**config.mk**
```make
export PLATFORM = sky130hd
export DESIGN_NAME = ship_placer_flat
export DESIGN_NICKNAME = d
export VERILOG_FILES = /design/src/rtl/ship_placer_pkg.sv /design/src/rtl/ship_placer_if.sv /design/src/rtl/ship_placer_cell_gen.sv /design/src/rtl/ship_placer.sv /design/src/flat_wrapper.sv
export SDC_FILE = /design/constraint.sdc
export NUM_CORES = 1
export LEC_CHECK = 0
export CORE_ASPECT_RATIO = 1.1
export CORE_MARGIN = 3
export CORE_UTILIZATION = 40
export CTS_CLUSTER_SIZE = 14
export DETAILED_ROUTE_END_ITERATION = 7
export PLACE_DENSITY_LB_ADDON = 0.2
export SYNTH_ARGS = -nofsm -noshare
export SYNTH_HDL_FRONTEND = slang
export SYNTH_SLANG_ARGS = --single-unit
```
**constraint.sdc**
```tcl
create_clock -name clk -period 6.2 [get_ports clk]
set_input_delay 0.62 -clock clk [delete_from_list [all_inputs] [get_ports clk]]
set_output_delay 0.62 -clock clk [all_outputs]
set_load 0.05 [all_outputs]
```
**src/rtl/ship_placer_pkg.sv**
```systemverilog
`default_nettype none
//==== ship_placer_pkg : board geometry, cell encoding, ship lengths and placer enums. Rev 1.0 ====
package ship_placer_pkg;

  localparam int NUM_SHIPS  = 5;
  localparam int BOARD_ROWS = 5;
  localparam int BOARD_COLS = 5;
  localparam int CELL_W     = 5;
  localparam int NUM_CELLS  = BOARD_ROWS * BOARD_COLS;
  localparam int MAX_LEN    = NUM_SHIPS;

  typedef enum logic [1:0] {
    REJ_NONE    = 2'd0,
    REJ_BOUNDS  = 2'd1,
    REJ_OVERLAP = 2'd2
  } reject_code_e;

  typedef enum logic [2:0] {
    S_IDLE     = 3'd0,
    S_WAIT_CMD = 3'd1,
    S_CHECK    = 3'd2,
    S_WRITE    = 3'd3,
    S_DONE     = 3'd4
  } placer_state_e;

  // Ship k occupies k+1 cells.
  function automatic logic [2:0] ship_len(input logic [2:0] idx);
    return idx + 3'd1;
  endfunction

  function automatic logic [CELL_W-1:0] cell_code(input logic [2:0] row, input logic [2:0] col);
    return CELL_W'(row) * CELL_W'(BOARD_COLS) + CELL_W'(col) + CELL_W'(1);
  endfunction

endpackage
`default_nettype wire

```
**src/rtl/ship_placer_if.sv**
```systemverilog
`default_nettype none
//==== ship_placer_if : command, status and ship-register write port of the placer. Rev 1.0 ====
interface ship_placer_if;
  import ship_placer_pkg::*;

  logic              start;
  logic [2:0]        num_ships;
  logic              place_valid;
  logic              place_ready;
  logic [2:0]        place_row;
  logic [2:0]        place_col;
  logic              place_vert;
  logic [2:0]        cur_ship;
  logic              wr_en;
  logic [2:0]        wr_ship;
  logic [2:0]        wr_slot;
  logic [CELL_W-1:0] wr_cell;
  logic              reject;
  logic [1:0]        reject_code;
  logic              done;

  modport master (
    output start, num_ships, place_valid, place_row, place_col, place_vert,
    input  place_ready, cur_ship, wr_en, wr_ship, wr_slot, wr_cell, reject, reject_code, done
  );

  modport slave (
    input  start, num_ships, place_valid, place_row, place_col, place_vert,
    output place_ready, cur_ship, wr_en, wr_ship, wr_slot, wr_cell, reject, reject_code, done
  );

endinterface
`default_nettype wire

```
**src/rtl/ship_placer_cell_gen.sv**
```systemverilog
`default_nettype none
//==== ship_placer_cell_gen : cell code of the cell at a given offset from the ship bow. Rev 1.0 ====
module ship_placer_cell_gen
  import ship_placer_pkg::*;
(
  input  logic [2:0]        i_row,
  input  logic [2:0]        i_col,
  input  logic [2:0]        i_off,
  input  logic              i_vert,
  output logic [CELL_W-1:0] o_cell
);

  logic [2:0] w_row;
  logic [2:0] w_col;

  assign w_row  = i_vert ? i_row + i_off : i_row;
  assign w_col  = i_vert ? i_col : i_col + i_off;
  assign o_cell = cell_code(w_row, w_col);

endmodule
`default_nettype wire

```
**src/rtl/ship_placer.sv**
```systemverilog
`default_nettype none
//==== ship_placer : validates ship placements against an occupancy map and streams cells
//==== into the ship register, one slot per cycle. Rev 1.0 ====
module ship_placer
  import ship_placer_pkg::*;
(
  input  logic         clk,
  input  logic         rst,
  ship_placer_if.slave io_bus
);

  placer_state_e        r_state,       w_nxt_state;
  logic [2:0]           r_n,           w_nxt_n;
  logic [2:0]           r_cur_ship,    w_nxt_cur_ship;
  logic [2:0]           r_row,         w_nxt_row;
  logic [2:0]           r_col,         w_nxt_col;
  logic                 r_vert,        w_nxt_vert;
  logic [2:0]           r_off,         w_nxt_off;
  logic [2:0]           r_slot,        w_nxt_slot;
  logic [NUM_CELLS-1:0] r_map,         w_nxt_map;
  logic [CELL_W-1:0]    r_wr_cell,     w_nxt_wr_cell;
  reject_code_e         r_reject_code, w_nxt_reject_code;
  logic                 r_reject,      w_nxt_reject;
  logic                 r_wr_en;
  logic                 r_place_ready;
  logic                 r_done;

  logic [2:0]           w_len;
  logic [2:0]           w_n_clamp;
  logic [2:0]           w_wr_off;
  logic [3:0]           w_span_end;
  logic [3:0]           w_fixed;
  logic                 w_oob;
  logic                 w_hit;
  logic [CELL_W-1:0]    w_chk_cell;
  logic [CELL_W-1:0]    w_chk_idx;
  logic [CELL_W-1:0]    w_wr_gen;
  logic [CELL_W-1:0]    w_map_idx;

  assign w_len     = ship_len(r_cur_ship);
  assign w_n_clamp = (io_bus.num_ships > 3'(NUM_SHIPS)) ? 3'(NUM_SHIPS) : io_bus.num_ships;

  // Far end along the extension axis plus the fixed coordinate, both compared at 4 bits.
  assign w_span_end = (io_bus.place_vert ? {1'b0, io_bus.place_row} : {1'b0, io_bus.place_col})
                    + {1'b0, w_len} - 4'd1;
  assign w_fixed    = io_bus.place_vert ? {1'b0, io_bus.place_col} : {1'b0, io_bus.place_row};
  assign w_oob      = io_bus.place_vert
                    ? ((w_span_end >= 4'(BOARD_ROWS)) || (w_fixed >= 4'(BOARD_COLS)))
                    : ((w_span_end >= 4'(BOARD_COLS)) || (w_fixed >= 4'(BOARD_ROWS)));

  ship_placer_cell_gen u_chk_gen (
    .i_row  (r_row),
    .i_col  (r_col),
    .i_off  (r_off),
    .i_vert (r_vert),
    .o_cell (w_chk_cell)
  );

  // Write generator looks one slot ahead so wr_cell can be registered.
  assign w_wr_off = (r_state == S_WRITE) ? r_slot + 3'd1 : 3'd0;

  ship_placer_cell_gen u_wr_gen (
    .i_row  (r_row),
    .i_col  (r_col),
    .i_off  (w_wr_off),
    .i_vert (r_vert),
    .o_cell (w_wr_gen)
  );

  assign w_chk_idx = w_chk_cell - CELL_W'(1);
  assign w_map_idx = r_wr_cell - CELL_W'(1);
  assign w_hit     = r_map[w_chk_idx];

  always_ff @(posedge clk) begin
    if (rst) r_state <= S_IDLE;
    else     r_state <= w_nxt_state;
  end

  always_comb begin
    w_nxt_state       = r_state;
    w_nxt_n           = r_n;
    w_nxt_cur_ship    = r_cur_ship;
    w_nxt_row         = r_row;
    w_nxt_col         = r_col;
    w_nxt_vert        = r_vert;
    w_nxt_off         = r_off;
    w_nxt_slot        = r_slot;
    w_nxt_map         = r_map;
    w_nxt_reject_code = r_reject_code;
    w_nxt_reject      = 1'b0;
    w_nxt_wr_cell     = '0;
    case (r_state)
      S_IDLE, S_DONE: begin
        if (io_bus.start) begin
          w_nxt_n        = w_n_clamp;
          w_nxt_cur_ship = '0;
          w_nxt_map      = '0;
          w_nxt_state    = (w_n_clamp == 3'd0) ? S_DONE : S_WAIT_CMD;
        end
      end
      S_WAIT_CMD: begin
        if (io_bus.place_valid) begin
          w_nxt_row  = io_bus.place_row;
          w_nxt_col  = io_bus.place_col;
          w_nxt_vert = io_bus.place_vert;
          w_nxt_off  = '0;
          if (w_oob) begin
            w_nxt_reject      = 1'b1;
            w_nxt_reject_code = REJ_BOUNDS;
          end else begin
            w_nxt_reject_code = REJ_NONE;
            w_nxt_state       = S_CHECK;
          end
        end
      end
      S_CHECK: begin
        if (w_hit) begin
          w_nxt_reject      = 1'b1;
          w_nxt_reject_code = REJ_OVERLAP;
          w_nxt_state       = S_WAIT_CMD;
        end else if (r_off == w_len - 3'd1) begin
          w_nxt_state   = S_WRITE;
          w_nxt_slot    = '0;
          w_nxt_wr_cell = w_wr_gen;
        end else begin
          w_nxt_off = r_off + 3'd1;
        end
      end
      S_WRITE: begin
        if (r_wr_cell != '0) w_nxt_map[w_map_idx] = 1'b1;
        if (r_slot == 3'(MAX_LEN - 1)) begin
          w_nxt_slot     = '0;
          w_nxt_cur_ship = r_cur_ship + 3'd1;
          w_nxt_state    = (r_cur_ship + 3'd1 == r_n) ? S_DONE : S_WAIT_CMD;
        end else begin
          w_nxt_slot    = r_slot + 3'd1;
          w_nxt_wr_cell = (w_wr_off < w_len) ? w_wr_gen : '0;
        end
      end
      default: w_nxt_state = S_IDLE;
    endcase
  end

  always_ff @(posedge clk) begin
    if (rst) begin
      r_n           <= '0;
      r_cur_ship    <= '0;
      r_row         <= '0;
      r_col         <= '0;
      r_vert        <= 1'b0;
      r_off         <= '0;
      r_slot        <= '0;
      r_map         <= '0;
      r_wr_cell     <= '0;
      r_reject_code <= REJ_NONE;
      r_reject      <= 1'b0;
      r_wr_en       <= 1'b0;
      r_place_ready <= 1'b0;
      r_done        <= 1'b0;
    end else begin
      r_n           <= w_nxt_n;
      r_cur_ship    <= w_nxt_cur_ship;
      r_row         <= w_nxt_row;
      r_col         <= w_nxt_col;
      r_vert        <= w_nxt_vert;
      r_off         <= w_nxt_off;
      r_slot        <= w_nxt_slot;
      r_map         <= w_nxt_map;
      r_wr_cell     <= w_nxt_wr_cell;
      r_reject_code <= w_nxt_reject_code;
      r_reject      <= w_nxt_reject;
      r_wr_en       <= (w_nxt_state == S_WRITE);
      r_place_ready <= (w_nxt_state == S_WAIT_CMD);
      r_done        <= (w_nxt_state == S_DONE);
    end
  end

  assign io_bus.place_ready = r_place_ready;
  assign io_bus.cur_ship    = r_cur_ship;
  assign io_bus.wr_en       = r_wr_en;
  assign io_bus.wr_ship     = r_cur_ship;
  assign io_bus.wr_slot     = r_slot;
  assign io_bus.wr_cell     = r_wr_cell;
  assign io_bus.reject      = r_reject;
  assign io_bus.reject_code = r_reject_code;
  assign io_bus.done        = r_done;

endmodule
`default_nettype wire

```
**src/flat_wrapper.sv**
```systemverilog
// flat-port wrapper written by rule: the top's interface ports become plain ports
module ship_placer_flat import ship_placer_pkg::*;
  (clk, rst, io_bus_start, io_bus_num_ships, io_bus_place_valid, io_bus_place_row, io_bus_place_col, io_bus_place_vert, io_bus_place_ready, io_bus_cur_ship, io_bus_wr_en, io_bus_wr_ship, io_bus_wr_slot, io_bus_wr_cell, io_bus_reject, io_bus_reject_code, io_bus_done);
  ship_placer_if io_bus_i ();
  input  logic clk;
  input  logic rst;
  input wire logic [$bits(io_bus_i.start)-1:0] io_bus_start;
  input wire logic [$bits(io_bus_i.num_ships)-1:0] io_bus_num_ships;
  input wire logic [$bits(io_bus_i.place_valid)-1:0] io_bus_place_valid;
  input wire logic [$bits(io_bus_i.place_row)-1:0] io_bus_place_row;
  input wire logic [$bits(io_bus_i.place_col)-1:0] io_bus_place_col;
  input wire logic [$bits(io_bus_i.place_vert)-1:0] io_bus_place_vert;
  output wire logic [$bits(io_bus_i.place_ready)-1:0] io_bus_place_ready;
  output wire logic [$bits(io_bus_i.cur_ship)-1:0] io_bus_cur_ship;
  output wire logic [$bits(io_bus_i.wr_en)-1:0] io_bus_wr_en;
  output wire logic [$bits(io_bus_i.wr_ship)-1:0] io_bus_wr_ship;
  output wire logic [$bits(io_bus_i.wr_slot)-1:0] io_bus_wr_slot;
  output wire logic [$bits(io_bus_i.wr_cell)-1:0] io_bus_wr_cell;
  output wire logic [$bits(io_bus_i.reject)-1:0] io_bus_reject;
  output wire logic [$bits(io_bus_i.reject_code)-1:0] io_bus_reject_code;
  output wire logic [$bits(io_bus_i.done)-1:0] io_bus_done;
  assign io_bus_i.start = io_bus_start;
  assign io_bus_i.num_ships = io_bus_num_ships;
  assign io_bus_i.place_valid = io_bus_place_valid;
  assign io_bus_i.place_row = io_bus_place_row;
  assign io_bus_i.place_col = io_bus_place_col;
  assign io_bus_i.place_vert = io_bus_place_vert;
  assign io_bus_place_ready = io_bus_i.place_ready;
  assign io_bus_cur_ship = io_bus_i.cur_ship;
  assign io_bus_wr_en = io_bus_i.wr_en;
  assign io_bus_wr_ship = io_bus_i.wr_ship;
  assign io_bus_wr_slot = io_bus_i.wr_slot;
  assign io_bus_wr_cell = io_bus_i.wr_cell;
  assign io_bus_reject = io_bus_i.reject;
  assign io_bus_reject_code = io_bus_i.reject_code;
  assign io_bus_done = io_bus_i.done;
  ship_placer u_core (.clk(clk), .rst(rst), .io_bus(io_bus_i));
endmodule
```
**Word level (Yosys, flattened, before mapping)**

Cells that the tools add are included.

- Output and inout port bits: 20
- Logic and storage cells: 123
- Bits in registers: 58

- Add/sub/neg operators: 16
- Mux-type cells: 48
- Multiply operators: 2
- Bitwise gates (word level): 1
- Equal/unequal tests: 18
- Magnitude comparators: 7
- Reduce and logical (&&, ||, !) cells: 16

Operators with widths:

| operator | count |
|---|---|
| 3-bit 2-to-1 mux | 24 |
| 25-bit 2-to-1 mux | 2 |
| 25-bit one-hot mux with 2 select lines | 1 |
| 25-bit bitwise OR | 1 |
| 5-bit 2-to-1 mux | 4 |
| 3-bit one-hot mux with 2 select lines | 3 |
| 3-bit adder | 4 |
| 5-bit by 6-bit less-than comparator with 1-bit output (second input constant) | 2 |
| 2-bit inequality test (second input constant) | 6 |
| 3-bit one-hot mux with 4 select lines | 1 |
| 3-bit AND reduction | 4 |
| 5-bit by 1-bit adder with 5-bit output (second input constant) | 2 |
| 5-bit by 3-bit adder with 5-bit output | 2 |
| 3-bit by 3-bit multiplier with 5-bit output (second input constant) | 2 |
| 5-bit one-hot mux with 2 select lines | 1 |
| 5-bit by 1-bit subtractor with 5-bit output (second input constant) | 2 |
| 3-bit by 1-bit adder with 3-bit output (second input constant) | 3 |
| 3-bit by 2-bit == test with 1-bit output (second input constant) | 3 |
| 3-bit == test (second input constant) | 3 |
| 4-bit by 3-bit greater-or-equal comparator with 1-bit output (second input constant) | 2 |
| 3-bit by 1-bit == test with 1-bit output (second input constant) | 2 |
| 3-bit == test | 2 |
| 3-bit zero test | 2 |
| 1-bit 2-to-1 mux | 6 |
| other kinds (19) | 24 |

**Longest topological paths before layout**

- Depth in word-level cells: 11
- Gate-level depth with buffers: 17

**By module**

A second synthesis with hierarchy kept.

- Cell total of the unflattened synthesis: 431
- Area, all modules: 3798.6 um2

Modules (own cells, without submodules):

| module | times used | area each (um2) | seq. area each (um2) | cells an instance |
|---|---|---|---|---|
| ship_placer | 1 | 3055.4 | 1161.1 | 351 |
| ship_placer_cell_gen at u_core.u_chk_gen | 1 | 374.1 | 0.0 | 40 |
| ship_placer_cell_gen at u_core.u_wr_gen | 1 | 369.1 | 0.0 | 40 |

**Worst setup path before layout**

No wires, ideal clock.

- Path kind: register -> register
- Start point: reg u_core.r_off[0]
- End point: reg u_core.r_slot[0], in the netlist u_core.io_bus.wr_slot[0]
- Setup slack: 2176 ps
- Data required time: 6056 ps
- Library setup time: 144 ps
- Data arrival time: 3880 ps
- Buffers on the path: 0
- Cell stages (with the launch flop): 16
- Period minus slack after synthesis: 4024 ps
- Cells stage by stage: dfxtp_1 -> ha_1 -> inv_1 -> fa_1 -> xor2_1 -> or3_1 -> nand2_1 -> ha_1 -> ha_1 -> fa_1 -> mux4_2 -> nand3_1 -> and4_1 -> a21oi_1 -> nor4_2 -> o22ai_1

- Cells in the longest elaborated chain, start to end: 10

Ends and longest elaborated chain:

| element | line | source |
|---|---|---|
| from (decl) | ship_placer.sv:18 | `logic [2:0] r_off, w_nxt_off;` |
| from (signal assigned) | ship_placer.sv:166 | `r_off <= w_nxt_off;` |
| 3-bit adder | ship_placer_cell_gen.sv:16 | `assign w_row = i_vert ? i_row + i_off : i_row;` |
| 3-bit 2-to-1 mux | ship_placer_cell_gen.sv:16 |  |
| 3-bit by 3-bit multiplier with 5-bit output | ship_placer_pkg.sv:32 | `return CELL_W'(row) * CELL_W'(BOARD_COLS) + CELL_W'(col) + CELL_W'(1);` |
| 5-bit by 3-bit adder with 5-bit output | ship_placer_pkg.sv:32 |  |
| 5-bit by 1-bit adder with 5-bit output | ship_placer_pkg.sv:32 |  |
| 5-bit by 1-bit subtractor with 5-bit output | ship_placer.sv:70 | `assign w_chk_idx = w_chk_cell - CELL_W'(1);` |
| 1-bit binary-select mux with 5-bit select | ship_placer.sv:72 | `assign w_hit = r_map[w_chk_idx];` |
| 1-bit 2-to-1 mux (not written as such) | ship_placer.sv:72 |  |
| 2-bit inequality test (no source line) | - |  |
| 3-bit AND reduction (no source line) * | - |  |
| to (signal assigned) | ship_placer.sv:167 | `r_slot <= w_nxt_slot;` |
| to (decl) | ship_placer.sv:19 | `logic [2:0] r_slot, w_nxt_slot;` |

Mark *: on every way between the ends. The rest lies on a longest branch, timed or not. The select of a mux whose other input is x is not followed.
A chain may end at the register's enable or synchronous reset.

**Worst setup path in the final report**

- Start point: reg u_core.r_off[0]
- End point: reg u_core.r_slot[1], in the netlist u_core.io_bus.wr_slot[1]

The elaborated chain is that of the path after synthesis.

==> results.json <==
{
  "status": "completed",
  "setup_viol": 0,
  "total_power_uw": 967,
  "n_antenna_cell": 0,
  "yosysTopAreaCell": "dfxtp_1",
  "ys_types": 61,
  "hold_viol_final": 0,
  "final_core_util": 0.494,
  "drc": 0,
  "rsz0062_at_grt": "false",
  "synth-edff-count": 0,
  "yosysSeqAreaShare": 0.325,
  "crit_fanout": 7,
  "synth-async-reset-ratio": 0,
  "cts_tree": "done",
  "ys.warnings.count": 0,
  "cp_common_cell": "ha_1",
  "synthFlopType": "dfxtp_1",
  "synth_area_sq_um": 3570,
  "max_freq_mhz": 222,
  "first_global_vias": 2926,
  "fin_crit_sh": 0.726,
  "hold_path_class": "register to register",
  "cts_sinks": 58,
  "ctsHoldBuffers": 0,
  "drv_slew": 0,
  "clk_path_buf_depth": 2,
  "synth_area_leaders": "dfxtp_1 (32%), ha_1 (11%), a21oi_1 (6.4%)",
  "final_cell_area_sq_um": 4220,
  "crit_chain": "ha_1 > inv_1 > fa_1 > xor2_1 > or3_1 > nand2_1 > ha_1 > ha_1 > fa_1 > mux4_2 > nand3_1 > and4_1 > a21oi_1 > nor4_2 > o22ai_1",
  "crit_required_ns": 6.40,
  "critPathArrivalTime_ns": 4.70,
  "hp-start": "u_core.io_bus.reject_code[1]$_SDFFE_PP0P_",
  "cpPeakStageDelay_ns": 0.69,
  "finalSetupTns_ns": 0,
  "period_needed_ns": 4.50,
  "drive_above_1_share": 0.0762,
  "cts_buffers": 9,
  "first_iter_violations": 119,
  "cts_root_buf": "clkbuf_8",
  "core_area_sq_um": 8540,
  "power_leakage_uw": 0.00171,
  "grt_use_total": 0.183,
  "area_growth_pct": 18.1,
  "place_area_sq_um": 3970,
  "drt_wl_total_um": 8590,
  "critPathCapture": "u_core.io_bus.wr_slot[1]$_SDFFE_PP0P_",
  "cap_violations": 0,
  "reg2regPathDepth": 15,
  "r2r-start": "u_core.r_off[0]$_SDFFE_PP0P_",
  "critPathSlowestCell": "fa_1",
  "slew_headroom": 0.589,
  "synth-seq-cells": 58,
  "dieHeight_um": 105,
  "syn-mean-instance-area_sq_um": 8.66,
  "crit_path_end_kind": "register",
  "synth_top_cell_area_share": 0.325,
  "antenna_left": 0,
  "vias": 3014,
  "synth_cells": 413,
  "grt_antenna_before_repair": 0,
  "critPathKind": "register to register",
  "htreeDepth": 3,
  "gp_congestion": 0.835,
  "dp_hpwl_um": 6480,
  "grt_pass1_wl_um": 14500,
  "regToRegSetupSlack_ns": 1.70,
  "die_x_um": 96.1,
  "ctsResizeCount": 0,
  "vias_per_cell": 5.41,
  "drtPass1Iterations": 4,
  "fillers": 824,
  "initial_utilization": 0.419,
  "postCtsSetupBuffers": 0,
  "worst_pin_slew_ns": 0.611,
  "power.density_nw_per_um2": 229,
  "std_cell_rows": 35,
  "overflow": 0,
  "cts.clk_slew.worst_paths_ns": 0.07,
  "top_level_ports": 34,
  "io_buffer_count": 33,
  "grt_max_degree": 30,
  "crit_path_start": "u_core.r_off[0]$_SDFFE_PP0P_",
  "routedWlPerCell_um": 15.4,
  "synth_nets": 464,
  "ir_worst_vdd_uv": 163,
  "r2r_end": "u_core.io_bus.wr_slot[1]$_SDFFE_PP0P_",
  "die_area_sq_um": 10100,
  "clock_latency_ns": 0.34,
  "final_nets": 492,
  "fin_skew_ns": 0.00609,
  "critPathLaunchType": "register"
}
==> metal layers <==
layer,GRT usage,vias up,part of all wire
met4,0.0620,0,0.021
met3,0.0461,17,0.046
li1,-,1513,-
met1,0.239,1413,0.46
met2,0.291,71,0.47
met5,0,-,0
==> cell type report <==
cell class	count	area [sq um]	area share
Tap cell	111	139	0.0329
Multi-Input combinational cell	311	2230	0.528
Clock inverter	7	125	0.0296
Clock buffer	9	124	0.0293
Sequential cell	58	1160	0.275
Inverter	26	97.6	0.0231
Timing Repair Buffer	35	345	0.0818
==> power breakdown <==
part           total, uW  internal [uW]  switching, uW
Sequential           391            381           10.2
Clock                441            270            170
Combinational        136           56.7           79.0
Total                967            708            260
==> worst min-delay path by stage <==
| stage | end | slack [ns] | cells after the start |
|---|---|---|---|
| floorplan | u_core.r_map[15]$_SDFFE_PP0P_ | 0.42 | 2 |
| global placement | u_core.io_bus.reject_code[1]$_SDFFE_PP0P_ | 0.44 | 2 |
| detailed placement | u_core.io_bus.reject_code[1]$_SDFFE_PP0P_ | 0.44 | 2 |
| CTS | u_core.io_bus.reject_code[1]$_SDFFE_PP0P_ | 0.45 | 2 |
| global route | u_core.r_map[15]$_SDFFE_PP0P_ | 0.47 | 2 |
| finish | u_core.io_bus.reject_code[1]$_SDFFE_PP0P_ | 0.45 | 2 |
==> placed cells by master, fill, tap and decap left out, drive strengths merged, types with 11 or more instances in the layout <==
cell type,count
dfxtp,58
clkdlybuf4s50,33
xnor2,16
a21oi,46
nor2,47
ha,31
nand2,40
inv,27
o21ai,12
nand3,11
==> flip-flops by register name, indices dropped and copies added (netlist names) <==
register,flops
u_core.r_col,3
u_core.io_bus.reject,1
u_core.io_bus.wr_en,1
u_core.io_bus.place_ready,1
u_core.r_map,25
u_core.io_bus.done,1
u_core.r_n,3
u_core.r_vert,1
u_core.r_row,3
u_core.io_bus.reject_code,2
u_core.io_bus.wr_cell,5
u_core.r_state,3
u_core.io_bus.cur_ship,3
u_core.r_off,3
u_core.io_bus.wr_slot,3
==> cells by family after synthesis <==
kind of cell	share of synthesized area
compound gates	0.166
xor+xnor	0.0602
fa+ha+maj	0.142
buf+inv	0.0515
flops	0.325
mux	0.0620
simple gates	0.194
==> through the flow <==
stage	instances	hold WS [ns]	worst slack, ns
floorplan	413	0.421	2.18
global placement	541	0.438	1.84
detailed placement	541	0.444	1.70
CTS	557	0.455	1.69
global route	557	0.474	1.35
finish	557	0.449	1.70
==> critical path: cells and delay by family, from the launching register on <==
family | cells | cell delay (ns)
buffers and inverters | 1 | 0.05
DFF | 1 | 0.45
xor gates and xnor gates | 1 | 0.16
adders and majority gates | 5 | 1.86
and+or+nand+nor | 5 | 1.24
AOI/OAI and AO/OA | 2 | 0.25
muxes | 1 | 0.35
==> synthesized netlist by cell type, types with 4 or more instances <==
| cell | n |
|---|---|
| dfxtp_1 | 58 |
| nor2_1 | 47 |
| a21oi_1 | 46 |
| nand2_1 | 40 |
| ha_1 | 31 |
| inv_1 | 26 |
| xnor2_1 | 16 |
| clkbuf_1 | 13 |
| nand3_1 | 11 |
| mux2i_1 | 9 |
| o21ai_0 | 8 |
| fa_1 | 6 |
| nor3_1 | 6 |
| xor2_1 | 6 |
| and3_1 | 4 |
| nand3b_1 | 4 |
| nor2b_1 | 4 |
| nor3b_1 | 4 |
| or2_2 | 4 |
| or3_1 | 4 |
No activity file was read; power rests on OpenSTA's default activity.
